**config.mk**
```make
export PLATFORM = sky130hd
export DESIGN_NAME = mul_by2_vec_seq
export DESIGN_NICKNAME = d
export VERILOG_FILES = /design/src/rtl/vec_pkg.sv /design/src/rtl/mul_by2_sat.sv /design/src/rtl/mul_by2_vec_seq.sv
export SDC_FILE = /design/constraint.sdc
export NUM_CORES = 1
export LEC_CHECK = 0
export BUFFER_PORTS_ARGS = -buffer_cell sky130_fd_sc_hd__buf_2
export CORE_UTILIZATION = 44
export CTS_CLUSTER_SIZE = 28
export DETAILED_ROUTE_END_ITERATION = 7
export PLACE_DENSITY = 0.77
export SLEW_MARGIN = 10
export SYNTH_ARGS = -nofsm -noshare
export SYNTH_HDL_FRONTEND = slang
export SYNTH_HIERARCHICAL = 1
export SYNTH_SLANG_ARGS = --single-unit
```
**constraint.sdc**
```tcl
create_clock -name clk -period 2.13 [get_ports clk]
set_input_delay 0.1065 -clock clk [delete_from_list [all_inputs] [get_ports clk]]
set_output_delay 0.1065 -clock clk [all_outputs]
set_load 0.01 [all_outputs]
```
**src/rtl/vec_pkg.sv**
```systemverilog
`default_nettype none
// ============================================================================
//  Module      : vec_pkg
//  Description : Shared defaults and FSM state encoding for the sequential
//                vector doubler (mul_by2_vec_seq).
//                  IWIDTH_DEF  - default element width in bits
//                  NINPUTS_DEF - default number of elements per vector
//                  state_t     - controller states IDLE / CALC / DONE
//  Revision    : 1.0 - initial release
// ============================================================================
package vec_pkg;

    localparam int IWIDTH_DEF  = 10;
    localparam int NINPUTS_DEF = 8;

    typedef enum logic [1:0] {
        IDLE = 2'd0,
        CALC = 2'd1,
        DONE = 2'd2
    } state_t;

endpackage : vec_pkg
`default_nettype wire

```
**src/rtl/mul_by2_sat.sv**
```systemverilog
`default_nettype none
// ============================================================================
//  Module      : mul_by2_sat
//  Description : Combinational saturating doubler for one unsigned element.
//                When the MSB is set, doubling would overflow, so the result
//                clamps to all ones and the saturation flag is raised.
//  Ports       : din  [IWIDTH-1:0] in  - element to double
//                dout [IWIDTH-1:0] out - doubled / saturated element
//                sat               out - 1 when dout was clamped
//  Revision    : 1.0 - initial release
// ============================================================================
module mul_by2_sat #(
    parameter int IWIDTH = 10
) (
    input  logic [IWIDTH-1:0] din,
    output logic [IWIDTH-1:0] dout,
    output logic              sat
);

    always_comb begin
        sat  = din[IWIDTH-1];
        dout = din << 1;
        if (din[IWIDTH-1]) begin
            dout = '1;
        end
    end

endmodule : mul_by2_sat
`default_nettype wire

```
**src/rtl/mul_by2_vec_seq.sv**
```systemverilog
`default_nettype none
// ============================================================================
//  Module      : mul_by2_vec_seq
//  Description : Sequential saturating vector doubler. A vector is captured
//                on the input handshake, then one element per cycle is
//                doubled through a single shared mul_by2_sat instance and
//                written into the output register. The finished vector is
//                presented with out_valid until the consumer accepts it.
//  Ports       : clk        in  - clock, rising edge
//                rst        in  - synchronous active-high reset
//                in_valid   in  - input vector valid
//                in_ready   out - block can accept a vector (IDLE only)
//                data       in  - input vector [NINPUTS-1:0] x IWIDTH
//                out_valid  out - result vector valid (DONE only)
//                out_ready  in  - consumer accepts result
//                out        out - doubled vector [NINPUTS-1:0] x IWIDTH
//                sat        out - per-element saturation flags
//  Revision    : 1.0 - initial release
// ============================================================================
module mul_by2_vec_seq
    import vec_pkg::*;
#(
    parameter int IWIDTH  = IWIDTH_DEF,
    parameter int NINPUTS = NINPUTS_DEF
) (
    input  logic                clk,
    input  logic                rst,
    input  logic                in_valid,
    output logic                in_ready,
    input  logic [IWIDTH-1:0]   data [NINPUTS-1:0],
    output logic                out_valid,
    input  logic                out_ready,
    output logic [IWIDTH-1:0]   out  [NINPUTS-1:0],
    output logic [NINPUTS-1:0]  sat
);

    localparam int                IDX_W      = $clog2(NINPUTS);
    localparam logic [IDX_W-1:0]  C_IDX_LAST = IDX_W'(NINPUTS - 1);
    localparam logic [IDX_W-1:0]  C_IDX_ONE  = IDX_W'(1);

    state_t               state_q, state_d;
    logic [IDX_W-1:0]     idx_q,   idx_d;
    logic [IWIDTH-1:0]    data_q   [NINPUTS-1:0];
    logic [IWIDTH-1:0]    data_d   [NINPUTS-1:0];
    logic [IWIDTH-1:0]    out_q    [NINPUTS-1:0];
    logic [IWIDTH-1:0]    out_d    [NINPUTS-1:0];
    logic [NINPUTS-1:0]   sat_q,   sat_d;

    logic [IWIDTH-1:0]    w_elem;
    logic [IWIDTH-1:0]    w_dout;
    logic                 w_sat;

    // Single shared doubler; the captured element is selected by idx.
    assign w_elem = data_q[idx_q];

    mul_by2_sat #(
        .IWIDTH (IWIDTH)
    ) u_mul_by2_sat (
        .din  (w_elem),
        .dout (w_dout),
        .sat  (w_sat)
    );

    // Handshake signals depend only on state (and reset), never on the
    // opposite handshake input, so no combinational loop can form.
    assign in_ready  = (state_q == IDLE) && !rst;
    assign out_valid = (state_q == DONE) && !rst;
    assign out       = out_q;
    assign sat       = sat_q;

    always_comb begin
        state_d = state_q;
        idx_d   = idx_q;
        data_d  = data_q;
        out_d   = out_q;
        sat_d   = sat_q;

        case (state_q)
            IDLE: begin
                if (in_valid) begin
                    data_d  = data;
                    idx_d   = '0;
                    state_d = CALC;
                end
            end

            CALC: begin
                out_d[idx_q] = w_dout;
                sat_d[idx_q] = w_sat;
                // Stop at the last element rather than wrapping the index.
                if (idx_q == C_IDX_LAST) begin
                    state_d = DONE;
                end else begin
                    idx_d = idx_q + C_IDX_ONE;
                end
            end

            DONE: begin
                if (out_ready) begin
                    state_d = IDLE;
                end
            end

            default: begin
                state_d = IDLE;
            end
        endcase
    end

    always_ff @(posedge clk) begin
        if (rst) begin
            state_q <= IDLE;
            idx_q   <= '0;
            data_q  <= '{default: '0};
            out_q   <= '{default: '0};
            sat_q   <= '0;
        end else begin
            state_q <= state_d;
            idx_q   <= idx_d;
            data_q  <= data_d;
            out_q   <= out_d;
            sat_q   <= sat_d;
        end
    end

endmodule : mul_by2_vec_seq
`default_nettype wire

```
; ---- After elaboration in Yosys (flattened, before gate mapping)
; Index checks and enable logic that the tools add are counted.
[word_totals]
elab_cells = 54
reg_bits = 173
[op_classes]
n_lt_le_gt_ge = 2
reduce_logical = 9
n_eq_ne = 7
n_addsub = 1
mux = 16
[ops]
columns = cell, n
row1 = 80-bit bitwise mux, 1
row2 = 10-bit binary-select mux with 3-bit select, 1
row3 = 10-bit demux with 3-bit select, 1
row4 = 10-bit two-way mux, 3
row5 = 8-bit bitwise mux, 1
row6 = 2-bit != test (second input constant), 4
row7 = 2-bit two-way mux, 3
row8 = 3-bit two-way mux, 2
row9 = 2-bit case mux with 3 select lines, 1
row10 = 3-bit case mux with 2 select lines, 1
row11 = 3-bit AND reduction, 2
row12 = 3-bit by 4-bit less-than comparator with 1-bit output (second input constant), 1
row13 = 3-bit by 1-bit adder with 3-bit output (second input constant), 1
row14 = 1-bit demux with 3-bit select, 1
row15 = 3-bit == test (second input constant), 1
row16 = 3-bit by 1-bit greater-or-equal comparator with 1-bit output (second input constant), 1
row17 = 1-bit logical AND, 3
row18 = 2-bit by 1-bit == test with 1-bit output (second input constant), 1
row19 = 2-bit == test (second input constant), 1
row20 = 2-bit zero test, 1
row21 = 2-bit AND reduction, 1
row22 = 2-bit nonzero test, 1
row23 = 1-bit zero test, 1
row24 = 1-bit two-way mux, 1

; ---- Depth between registers and ports, before layout
; Gate-level depths: netlist (run 1).
[depth]
depth_word = 5
ltp_mapped = 8
ltp_nobuf = 5

; ---- By module
; The synthesis (run 1) kept the hierarchy.
[by_module_without_submodules]
columns = module, area_each_um2, seq_area_each_um2, instances, cells_each
row1 = mul_by2_vec_seq, 7131.8, 3463.3, 1, 732
row2 = mul_by2_sat, 71.3, 0.0, 1, 11

; ---- Worst setup path before layout (run 1)
; Ideal clock, no wire load.
[synth_timing]
path_kind = reg-to-reg
start = register idx_q[0]
end = register out_q (netlist bit out[6])
path_buffers = 3
arrival_time_ns = 1.987
slack_ns = 0.013
setup_time_ns = 0.130
path_stages_with_launch = 9
required_time_ns = 2.000
cell_sequence = dfxtp_1 buf_6 buf_12 mux4_2 mux2_4 or2_1 nand2b_1 buf_1 mux2i_1
[synth_via]
word_cells_on_any_way = 9
classes_between = order compare: 2 / mux: 6 / reduce/logical: 1
[synth_rtl]
columns = element, line_no
row1 = from (decl), mul_by2_vec_seq.sv:42  ; logic [IDX_W-1:0] idx_q, idx_d;
row2 = from (signal assigned), mul_by2_vec_seq.sv:119  ; idx_q <= idx_d;
row3 = 10-bit binary-select mux with 3-bit select, mul_by2_vec_seq.sv:54  ; assign w_elem = data_q[idx_q];
row4 = 10-bit two-way mux (not written as such), mul_by2_vec_seq.sv:54
row5 = named net w_elem[9], mul_by2_vec_seq.sv:49  ; logic [IWIDTH-1:0] w_elem;
row6 = 10-bit two-way mux, mul_by2_sat.sv:23  ; if (din[IWIDTH-1]) begin
row7 = named net w_dout[6], mul_by2_vec_seq.sv:50  ; logic [IWIDTH-1:0] w_dout;
row8 = 80-bit bitwise mux, mul_by2_vec_seq.sv:88  ; out_d[idx_q] = w_dout;
row9 = to (signal assigned), mul_by2_vec_seq.sv:121  ; out_q <= out_d;
row10 = to (decl), mul_by2_vec_seq.sv:45  ; logic [IWIDTH-1:0] out_q [NINPUTS-1:0];
; The timed path passes the listed nets, and every way through them passes these cells. The select of a mux whose other input is x is not followed.
; A chain may end at the register's enable or synchronous reset.

; ---- Worst setup path after layout (run 1)
[layout_timing]
start = register idx_q[0]
end = register out_q (netlist bit out[42])
; The elaborated chain is that of the path after synthesis.

==> results of run 1 <==
==> cells by family (layout without fill, tap and decap cells) <==
group	count (synthesis)	count (layout)	share of synthesized area (%)
adders and majority gates	2	2	0.347
buffers and inverters	69	322	4.90
and+or+nand+nor	296	296	20.0
muxes	119	120	20.8
AOI/OAI and AO/OA	84	84	5.87
DFF	173	173	48.1
==> path summary, 6_finish.rpt <==
| check | from | end | slack [ns] |
|---|---|---|---|
| worst min-delay path | in_valid | state_q[0]$_SDFFE_PP0P_ | 0.04 |
| worst max-delay path | idx_q[0]$_SDFFE_PP0P_ | out[42]$_SDFFE_PP0P_ | 0.04 |
| worst min register to register | data_q[12]$_SDFFE_PP0P_ | data_q[12]$_SDFFE_PP0P_ | 0.45 |
| worst max register to register | idx_q[0]$_SDFFE_PP0P_ | out[42]$_SDFFE_PP0P_ | 0.04 |
==> area by class of cell <==
class	count	area (um2)	share of cell area (%)
Sequential cell	173	3470	35.3
Timing Repair Buffer	290	2130	21.7
Clock inverter	12	87.6	0.892
Inverter	1	3.75	0.0382
Multi-Input combinational cell	502	3410	34.8
Clock buffer	19	443	4.51
Tap cell	216	270	2.75
==> power by group <==
| group | internal (W) | switching, W |
|---|---|---|
| Combinational | 0.000462 | 0.000398 |
| Clock | 0.00153 | 0.00127 |
| Sequential | 0.00334 | 0.0000692 |
| Total | 0.00533 | 0.00174 |
==> flip-flops by register name, indices dropped and copies added, names as in the netlist <==
name and flops:
state_q 2, idx_q 3, sat 8, data_q 80
out 80
==> stage by stage <==
step                      worst slack [ns]  TNS [ns]
after global placement             -0.0594    -0.695
after CTS                           0.0267         0
after global routing               -0.0277    -0.186
final                               0.0385         0
after floorplan                     0.0126         0
after detailed placement           -0.0960     -1.34
==> cells in the final DEF (no fill, tap or decap), types with 2 or more instances in the layout <==
cell                            netlist  routed
sky130_fd_sc_hd__dfxtp_1            173     172
sky130_fd_sc_hd__buf_2               32     172
sky130_fd_sc_hd__nand2_1            165     165
sky130_fd_sc_hd__nand2b_1            99      97
sky130_fd_sc_hd__mux2i_1             89      89
sky130_fd_sc_hd__a21oi_1             83      83
sky130_fd_sc_hd__dlygate4sd3_1        0      81
sky130_fd_sc_hd__buf_4                6      22
sky130_fd_sc_hd__clkbuf_16            0      18
sky130_fd_sc_hd__mux4_2              15      16
sky130_fd_sc_hd__buf_12               1      13
sky130_fd_sc_hd__or2_1                9       9
sky130_fd_sc_hd__mux2_4               6       8
sky130_fd_sc_hd__nand3_1              6       6
sky130_fd_sc_hd__clkinv_2             0       5
sky130_fd_sc_hd__mux4_1               5       4
sky130_fd_sc_hd__inv_6                0       4
sky130_fd_sc_hd__mux2_2               4       3
sky130_fd_sc_hd__nor3_1               3       3
sky130_fd_sc_hd__nor3b_1              3       2
sky130_fd_sc_hd__nor3b_2              1       2
sky130_fd_sc_hd__or3b_2               2       2
sky130_fd_sc_hd__nand2b_2             0       2
sky130_fd_sc_hd__nor2_1               2       2
sky130_fd_sc_hd__ha_1                 2       2
==> what timing repair did <==
item | in CTS | in global routing
cloned | 0 | 2
hold buffers | 81 | 0
setup endpoints to repair | 44 | 32
buffers inserted | 0 | 4
endpoints found under the hold margin | 81 | 0
gates resized for setup | 3 | 6
==> worst max-delay path, delay by kind of cell, from the launching register on <==
family / cells / cell delay, ns
buffers and inverters: 3 / 0.37
DFF: 1 / 0.35
muxes: 3 / 0.90
and+or+nand+nor: 2 / 0.31
==> per-layer routing <==
metal / share of wire, % / vias to the layer above / GRT usage [%]
li1: - / 2959 / -
met1: 43 / 2825 / 29.3
met2: 48 / 237 / 41.1
met3: 5.7 / 49 / 5.58
met4: 3.2 / 0 / 11.6
met5: 0 / - / 0
==> flow_results.org, run 1 <==
** Worst setup path
- Among the stages of the critical path, the cell type that occurs most often is sky130_fd_sc_hd__buf_12.
- For this design, the slowest cell found on the critical path is sky130_fd_sc_hd__mux4_1.
- Crit. End Element :: register
- Data on the critical path is required at its endpoint by 2.41 ns.
- At the worst endpoint, the arrival time is 2.37 ns.
- Count of cells along the worst register-to-register path :: 8
- Crit path max fanout :: 6
- By startpoint and endpoint, the worst setup path is classified as reg -> reg.
- The largest single stage delay on the critical path is 0.56 ns.
- Sequence of cells on the critical path :: buf_12 -> buf_12 -> mux4_1 -> mux2_4 -> or2_1 -> nand2b_1 -> buf_6 -> mux2i_1
- Critical Path Start Type :: register

** STA
- Final setup violating endpoints :: 0
- Normalized max-slew margin :: 53.9%
- The count of final max-slew check failures came to 0.
- Counting I/O delays and the setup requirement, the final critical path takes 2.09 ns.
- Number of hold violations in the final report :: 0
- For the pin with the worst max-slew slack, the measured transition is 0.690 ns.
- The tightest hold path in the finished design has a slack of 0.0356 ns.
- Derived from the worst setup path, the maximum achievable clock frequency is 0.478 GHz.
- RSZ-0062 raised after global routing :: true
- Dividing the final minimum period by the clock period gives 98.2%.
- Fin Clk Skew :: 0.0122 ns

** Placed design
- Buffers placed on the I/O ports in this run total 173.
- After detailed placement, the total cell area comes to 8380 um2.
- Including well taps, the total number of placed cells is 1095.
- Routability-driven placement finished with a final weighted congestion of 0.800.
- Detailed Place HPWL :: 11900 um

** Cells and area
- Finished Layout Cells :: 1213
- The filler cells instantiated in the layout total 1272.
- Layout cell share with drive strength beyond 1 :: 27.4%
- After routing the design area is 9820 um2.
- Final design utilization :: 61.6%
- Final-stage net count :: 1071
- From synthesis to final layout, the design area changed by 36.3%.
- Count of antenna diodes in the layout :: 0

** Die
- Initial Util :: 45.2%
- Floorplan Core Area :: 15900 um2
- The floorplan step set the die height to 130 um.
- 174 I/O pins were placed.
- The floorplan has 46 rows.
- Width of the die :: 130 um
- Floorplan die area :: 16900 um2

** Clock network
- Counting along the longest clock path gives a buffer depth of 2.
- Buffers inserted during clock tree synthesis total 17.
- At the later pin of the worst-skew pair, clock insertion delay measures 0.42 ns.
- CTS tree :: done
- Count of clock tree sinks :: 173
- Clock transition at the registers of the reported paths :: 0.06 ns
- Clock tree root driver cell :: sky130_fd_sc_hd__clkbuf_16
- The H-tree was split into 4 levels.

** Synth
- Warning count from the yosys run :: 6
- For this run, the leading register cell type out of synthesis is sky130_fd_sc_hd__dfxtp_1.
- In the post-synthesis netlist, the biggest area contributors are sky130_fd_sc_hd__dfxtp_1, sky130_fd_sc_hd__mux2i_1, sky130_fd_sc_hd__nand2_1.
- Of all flip-flops after synthesis, the portion carrying an async set or reset was 0%.
- Portion of the post-synthesis area used by sequential elements :: 48.1%
- After synthesis the netlist holds a flip-flop and latch count of 173.
- Avg Cell Area, Syn :: 9.69 um2
- Count of mapped cells out of synthesis :: 743
- Cell taking the most area after synthesis :: sky130_fd_sc_hd__dfxtp_1
- Area share of the leading cell type in the synthesized netlist :: 48.1%
- Most frequent cell after synthesis :: sky130_fd_sc_hd__dfxtp_1
- Counting flops with a built-in enable in the synthesized netlist gives 0.
- Distinct cell type count after synthesis :: 31
- Net count of the mapped netlist :: 829
- By count the netlist is led by sky130_fd_sc_hd__dfxtp_1, sky130_fd_sc_hd__nand2_1, sky130_fd_sc_hd__nand2b_1, sky130_fd_sc_hd__mux2i_1, sky130_fd_sc_hd__a21oi_1.
- The mapped netlist covers 7200 um2.

** Global routing
- Pin count of the biggest net entering global routing :: 84
- The first global-routing pass estimated 31300 um of wire.
- Initial antenna violation count :: 0
- Congestion Overflow GR :: 0
- Global routing used 24.3% of the available tracks.
- Number of global-route vias before repair :: 6206

** Power and ir drop
- Leak Pwr :: 4.63 nW
- Maximum resistive drop on vdd :: 0.557 mV
- Summing internal, switching and leakage power gives 0.00707 W.
- Total power divided by cell area :: 721 nW/um2

** Drt
- In the routed design, unresolved DRC markers number 0.
- In this run, the number of DRC markers left after iteration 0 of detailed routing was 309.
- Count of nets left with antenna violations after detail routing :: 0
- Routed vias/inst :: 5.00
- The first detailed-routing pass took 5 iterations.
- Total via count in the routed design :: 6070
- Routed wirelength normalized by instance count :: 16.4 um
- Total detailed-routing wirelength :: 19900 um

** Worst hold path
- Along the worst hold path, the cell count comes to 3.
- The worst hold path belongs to the class in -> reg.

** Run
- Across the run, the number of max-cap violations was 0.

** Outcome
- The run finished with clean final reports.
(Power assumes the default switching activity.)
==> inputs of run 2 (changes only) <==
ABC_AREA = 1   (was not set)
==> flow_results.org, run 2 <==
** Drt
- Number of optimization iterations in the first detailed-route pass :: 5
- The final layout contains routed wiring with a total length of 21500 um.
- Routed wirelength normalized by instance count :: 13.7 um
- Once detail routing completed, the nets flagged for antenna violations numbered 0.
- For this block, the initial DRC count from the detailed router was 510.
- Across all layers, the routed design uses 7666 vias.
- After detailed routing, the number of remaining DRC violations is 0.
- Dividing the detail-routed via count by the number of cells gives 4.88.

** Power and ir drop
- Post-layout total power :: 0.00821 W
- Across the VDD grid, the largest voltage drop is 0.688 mV.
- The analysis attributes to cell leakage a power of 4.71 nW.
- Dividing total power by cell area gives a power density of 821 nW/um2.

** Global routing
- Initial antenna violation count :: 0
- Number of global-route vias before repair :: 7293
- The first global-routing pass estimated 35300 um of wire.
- Across every metal layer, demand over resource in global routing totals 24.9%.
- Congestion Overflow GR :: 0
- Pin count of the biggest net entering global routing :: 90

** Synth
- In the synthesized netlist the dominant register cell turns out to be sky130_fd_sc_hd__dfxtp_1.
- Net count of the mapped netlist :: 1202
- Post-synthesis share of cell area spent on full adders, half adders and majority gates :: 0.326%
- Distinct cell type count after synthesis :: 27
- Portion of the post-synthesis area used by sequential elements :: 45.1%
- Simple-gate share of the synthesized area :: 36.8%
- By instance count, the leading cell after synthesis is sky130_fd_sc_hd__nor2_1.
- Counting flops with a built-in enable in the synthesized netlist gives 0.
- Post-synthesis instance area :: 7680 um2
- After synthesis, the largest family of logic cells by area is simple AND/OR/NAND/NOR gates.
- Fraction of synthesis flops using an asynchronous set or reset pin :: 0%
- After synthesis, the share of cell area in mux cells is 0%.
- Summing the areas of all compound-gate instances in the mapped netlist gives 6.32% of the synthesized area.
- The synthesized design spends more area on one cell type than any other, namely sky130_fd_sc_hd__dfxtp_1.
- Dividing the synthesized area by the synthesized cell count gives 6.88 um2.
- The synthesized design contains 173 register bits.
- Count of mapped cells out of synthesis :: 1116
- Of the total synthesized cell area, the portion taken by XOR and XNOR cells is 0%.
- The commonest cells after synthesis are sky130_fd_sc_hd__nor2_1, sky130_fd_sc_hd__nand2_1, sky130_fd_sc_hd__dfxtp_1, sky130_fd_sc_hd__inv_1, sky130_fd_sc_hd__nand3_1.
- By area the synthesized netlist is led by sky130_fd_sc_hd__dfxtp_1, sky130_fd_sc_hd__nor2_1, sky130_fd_sc_hd__nand2_1.
- Area share of the leading cell type in the synthesized netlist :: 45.1%
- Warning count from the yosys run :: 6

** STA
- The worst path uses 90.6% of the clock period.
- Setup WS post-layout :: 0.201 ns
- Final setup violating endpoints :: 0
- Fin Clk Skew :: 0.00881 ns
- Highest clock frequency the design can meet :: 0.518 GHz
- The final hold violation count came to 0.
- RSZ-0062 raised after global routing :: true
- At the pin with the least slew margin, the transition time is 0.798 ns.
- Number of slew-limit violations in the final report :: 0
- Headroom to the max-slew limit came out at 46.8%.
- Time the final worst path needs with I/O delays and setup :: 1.93 ns

** Worst hold path
- The startpoint identified for the worst hold timing path is data[23].
- Hold crit path type :: in -> reg
- Counting instances, the worst hold path has a depth of 3.
- Worst Hold End :: data_q[23]$_SDFFE_PP0P_

** Worst setup path
- Bufs and invs on worst path :: 4
- The worst register-to-register path begins at idx_q[1]$_SDFFE_PP0P_.
- Among cell families on the critical path, the largest total delay comes from simple AND/OR/NAND/NOR gates.
- The largest single stage delay on the critical path is 0.42 ns.
- Along the worst path, the maximum fanout reaches 13.
- At the worst endpoint, the required time is 2.49 ns.
- The critical path runs through a total of 11 cells.
- R2r endpoint :: out[65]$_SDFFE_PP0P_
- Flop2flop setup slack :: 0.20 ns
- Data on the critical path arrives at its endpoint at 2.29 ns.
- Count of cells along the worst register-to-register path :: 11
- The critical path in this run is classified as reg -> reg.
- Cell with the biggest individual delay on the critical path :: sky130_fd_sc_hd__dfxtp_1
- STA classifies the critical path startpoint as a register.
- Among the stages of the critical path, the cell type that occurs most often is sky130_fd_sc_hd__inv_1.
- Crit. End Element :: register
- Walking the worst path, the cells encountered are inv_1 -> nor2_2 -> buf_4 -> o211ai_1 -> nand4_1 -> inv_1 -> nand2_1 -> inv_1 -> nand3_1 -> nand2_1 -> nor2_1.

** Clock network
- Clock Path Buffers :: 2
- In this run the number of H-tree levels came out at 4.
- At the later pin of the worst-skew pair, clock insertion delay measures 0.43 ns.
- Once the clock tree was built, the setup fixing pass inserted 0 buffers.
- CTS tree :: done
- The root buffer cell chosen for the clock tree is sky130_fd_sc_hd__clkbuf_16.
- Inserted Clock Buffers :: 17
- Clock transition at the registers of the reported paths :: 0.07 ns
- Counting every sink on the clock net gives 173.

** Die
- The floorplan step set the die height to 134 um.
- Floorplan die area :: 18000 um2
- Floorplan Core Area :: 16800 um2
- For this configuration, the core starts out at a cell density of 45.7%.
- In this run the count of I/O pins placed on the die edge is 174.
- Width of the die :: 134 um
- Cell Rows :: 47

** Placed design
- Detailed Place HPWL :: 14200 um
- DP Cell Count :: 1460
- The congestion estimate from routability-driven global placement came to 0.841.
- Placement-stage worst setup slack :: 0.122 ns
- Port Buffers :: 173

** Outcome
- Status :: finished, final reports clean

** Cells and area
- Excluding fillers, the count of instances in the completed layout stands at 1572.
- The number of antenna diodes in the final layout is 0.
- Final-stage net count :: 1425
- In the layout the commonest cells are sky130_fd_sc_hd__nor2_1, sky130_fd_sc_hd__nand2_1, sky130_fd_sc_hd__buf_2.
- Syn-to-layout area delta :: 30.2%
- Most common cell after layout, fill and taps aside :: sky130_fd_sc_hd__nor2_1
- Layout cell share with drive strength beyond 1 :: 20.3%

** Run
- Number of max-cap violations :: 0
-- run 2: cell count changes after synthesis, sizes merged, moves of 60 or more --
cell	change
a21oi	-81
nand3	+75
nand2	+60
nor2	+356
mux2i	-89
inv	+100
nand2b	-99
o21ai	+80
-- run 2: final cells by class --
| cell class | count | area [um2] |
|---|---|---|
| well taps | 220 | 275 |
| multi-input cells | 770 | 3340 |
| flip-flops and latches | 173 | 3460 |
| clock buffers | 18 | 429 |
| clock inverters | 14 | 206 |
| repair buffers | 275 | 1890 |
| inverters | 102 | 388 |
| fillers | 1552 | 6820 |
-- run 2: worst max path at each step --
| stage | to | slack (ns) | start |
|---|---|---|---|
| CTS | out[65]$_SDFFE_PP0P_ | 0.10 | idx_q[1]$_SDFFE_PP0P_ |
| global route | out[65]$_SDFFE_PP0P_ | -0.03 | idx_q[1]$_SDFFE_PP0P_ |
| finish | out[65]$_SDFFE_PP0P_ | 0.20 | idx_q[1]$_SDFFE_PP0P_ |
| detailed placement | out[65]$_SDFFE_PP0P_ | 0.12 | idx_q[1]$_SDFFE_PP0P_ |
| floorplan | out[29]$_SDFFE_PP0P_ | 0.40 | idx_q[0]$_SDFFE_PP0P_ |
| global placement | out[65]$_SDFFE_PP0P_ | 0.15 | idx_q[1]$_SDFFE_PP0P_ |
-- run 2: layer usage --
layer | global-route usage (%) | up-vias | share of wire [%] | wire [um]
met3 | 5.10 | 46 | 6.3 | 1360
met1 | 30.4 | 3446 | 43 | 9240
met5 | 0 | - | 0 | 0
li1 | - | 3867 | - | -
met4 | 10.0 | 0 | 2.4 | 518
met2 | 42.8 | 307 | 48 | 10400
-- run 2: power by group --
part           total (W)  internal (W)  switching, W  leakage [nW]
registers        0.00352       0.00342      0.000108          1.42
logic            0.00135      0.000491      0.000858          2.98
clock network    0.00334       0.00199       0.00134         0.311
total            0.00821       0.00590       0.00231          4.71
-- run 2: stage by stage --
stage | util [%] | area [um2] | TNS [ns] | hold WS [ns]
2_1_floorplan | - | 7680 | 0 | 0.176
3_3_place_gp | 50.9 | 8560 | 0 | 0.345
3_5_place_dp | 50.9 | 8560 | 0 | 0.352
4_1_cts | 59.4 | 10000 | 0 | 0.00722
5_1_grt | 59.5 | 10000 | -0.0668 | 0.00423
6_report | 59.5 | 10000 | 0 | 0.0203
-- run 2: what timing repair did --
item	CTS	global route
setup endpoints to repair	0	11
endpoints found under the hold margin	80	0
hold buffers	80	0
gates resized for setup	0	1
-- run 2: cells by family (layout without fill, tap and decap cells) --
logic type | Yosys count | after routing
adders and majority gates | 2 | 2
buffers and inverters | 173 | 409
DFF | 173 | 173
AOI/OAI and AO/OA | 92 | 92
and+or+nand+nor | 676 | 676
-- run 2: tightest hold or removal path, stage by stage --
cell and delay (ns):
sky130_fd_sc_hd__buf_2 0.08, sky130_fd_sc_hd__o21ai_0 0.10, sky130_fd_sc_hd__nor2_1 0.11
==> inputs of run 3 (changes only) <==
CORE_UTILIZATION = 49   (was 44)
PLACE_DENSITY = 0.83   (was 0.77)
==> flow_results.org, run 3 (synthesized netlist as in run 2, its figures left out) <==
** Outcome
- Status :: finished, final reports clean

** Placed design
- Detailed Place HPWL :: 13800 um
- Placement-stage worst setup slack :: 0.157 ns
- GPL Wtd Cong :: 0.883
- In this run the tool buffered the top-level ports with 173 buffer cells.
- Placement Cell Area :: 8530 um2

** Die
- Width of the die :: 127 um
- 174 I/O pins were placed.
- Floorplan die area :: 16200 um2
- Die Span Y :: 127 um
- Floorplan Core Area :: 15300 um2
- Cell Rows :: 45
- Initial Util :: 50.3%

** Power and ir drop
- The worst-case IR drop observed on VDD is 0.674 mV.
- Leak Pwr :: 4.67 nW
- Dividing total power by cell area gives a power density of 809 nW/um2.

** Drt
- Routed vias/inst :: 4.97
- Iteration-0 DRC count of the detailed router :: 539
- After detailed routing, the wire length on met1 is 9060 um.
- Routed wirelength normalized by instance count :: 13.8 um
- After detailed routing, the number of remaining DRC violations is 0.
- Top metal layer carrying routed signals :: met4
- The routed design uses 10100 um of met2 wire.
- Wires add up to 21600 um.
- The first TritonRoute pass finished after 6 iterations.
- After detailed routing, the met3 layer carries 1570 um of wire.
- Count of nets left with antenna violations after detail routing :: 0
- For this block, the via count after detailed routing is 7738.

** STA
- Across all setup checks in the final design, the least slack found is 0.128 ns.
- For this run, the top clock speed supported by timing is 0.499 GHz.
- Final setup violating endpoints :: 0
- The final hold violation count was 0.
- Normalized max-slew margin :: 52.5%
- Time the final worst path needs with I/O delays and setup :: 2.00 ns
- At the pin with the least slew margin, the transition time is 0.712 ns.
- The clock arrives with 0.0106 ns of skew.
- Total Negative Setup Slacks :: 0 ns
- Part of the cycle the worst path needs :: 94.0%
- The count of final max-slew check failures is 0.
- Setup repair after global routing could not meet its margin everywhere.

** Cells and area
- The final layout contains 1421 nets.
- The library cell used most frequently in the layout, excluding fill and tap cells, is sky130_fd_sc_hd__nor2_1.
- In the layout the commonest cells are sky130_fd_sc_hd__nor2_1, sky130_fd_sc_hd__nand2_1, sky130_fd_sc_hd__buf_2.
- Final design utilization :: 65.1%
- Finished layout cell area :: 9930 um2
- Cells with a size suffix above 1 make up 20.0% of the layout.
- Syn-to-layout area delta :: 29.2%

** Clock network
- CTS placed an instance of sky130_fd_sc_hd__clkbuf_16 at the clock tree root.
- Clock Path Buffers :: 2
- The clock reaches the later pin of the worst-skew pair after 0.43 ns.
- Number of H-tree branching levels :: 4
- TritonCTS built the clock tree.
- Clock-pin slew was measured on the worst setup and hold paths at 0.07 ns.
- In this run, CTS created clock tree buffers numbering 17.
- Count of clock tree sinks :: 173

** Worst setup path
- Largest delay share family, worst path :: simple AND/OR/NAND/NOR gates
- On the critical path, the stage with the largest delay is an instance of sky130_fd_sc_hd__dfxtp_1.
- Crit Path Class :: reg -> reg
- Crit. End Element :: register
- Biggest cell delay along the critical path :: 0.36 ns
- Sequence of cells on the critical path :: nand2_1 -> inv_1 -> nand3_1 -> nand4_1 -> inv_2 -> nand2_1 -> inv_1 -> nand3_1 -> nand2_1 -> nor2_1
- Data on the critical path arrives at its endpoint at 2.33 ns.
- Bufs and invs on worst path :: 3
- Crit path max fanout :: 11
- STA classifies the critical path startpoint as a register.
- By instance count, the cell type seen most on the critical path is sky130_fd_sc_hd__nand2_1.
- Crit path required time :: 2.45 ns

** Global routing
- Global routing consumed, over all layers together, 27.4% of the routing resources.
- Pin count of the biggest net entering global routing :: 94
- The first global-routing pass estimated 34600 um of wire.
- Summed over all layers, the global routing overflow is 0.
- The number of antenna violations at the first check in global routing came to 1.
- The number of global-route vias before repair is 6989.

** Worst hold path
- The min-delay analysis places its worst path in the category in -> reg.

** Run
- Across the run, the number of max-cap violations was 0.
[run 3: what timing repair did]
item	CTS	global route
hold buffers	80	0
gates resized for setup	0	1
hold endpoints to repair	80	0
endpoints found under the setup margin	0	39
setup buffers	0	0
[run 3: stage by stage]
stage               instances  hold WS, ns  total power [W]
global placement         1447        0.346          0.00476
CTS                      1557       0.0130          0.00801
floorplan                1116        0.176          0.00440
finish                   1558       0.0339          0.00803
global route             1558       0.0423          0.00834
detailed placement       1447        0.349          0.00478
[run 3: tightest hold or removal path: cells and delay by family]
| kind | cells | cell delay, ns |
|---|---|---|
| and+or+nand+nor | 1 | 0.11 |
| buffers and inverters | 1 | 0.08 |
| AOI/OAI and AO/OA | 1 | 0.13 |
[run 3: final cells by class]
| class | count | area (um2) |
|---|---|---|
| antenna | 1 | 2.50 |
| clock buffer | 17 | 425 |
| clock inverter | 13 | 166 |
| fill | 1244 | 5330 |
| inverter | 102 | 389 |
| multi-input combinational | 770 | 3340 |
| sequential | 173 | 3460 |
| tap | 211 | 264 |
| timing repair buffer | 271 | 1880 |
[run 3: power by group]
part           internal, W  total, W  leakage, nW  switching (W)
clock              0.00184   0.00316        0.287        0.00132
sequential         0.00342   0.00352         1.42       0.000108
combinational     0.000491   0.00134         2.97       0.000853
total              0.00575   0.00803         4.67        0.00228
[run 3: final timing paths]
path                         start  depth (start not counted)  slack [ns]                 endpoint
min reg2reg   out[61]$_SDFFE_PP0P_                          2        0.48     out[61]$_SDFFE_PP0P_
max          idx_q[1]$_SDFFE_PP0P_                         10        0.13     out[65]$_SDFFE_PP0P_
min                       data[21]                          3        0.03  data_q[21]$_SDFFE_PP0P_
max reg2reg  idx_q[1]$_SDFFE_PP0P_                         10        0.13     out[65]$_SDFFE_PP0P_
[run 3: metal layers]
layer  global-route usage, %  vias up
met5                       0        -
met4                    14.4        0
met3                    4.90       63
met2                    45.5      337
met1                    34.0     3479
li1                        -     3859
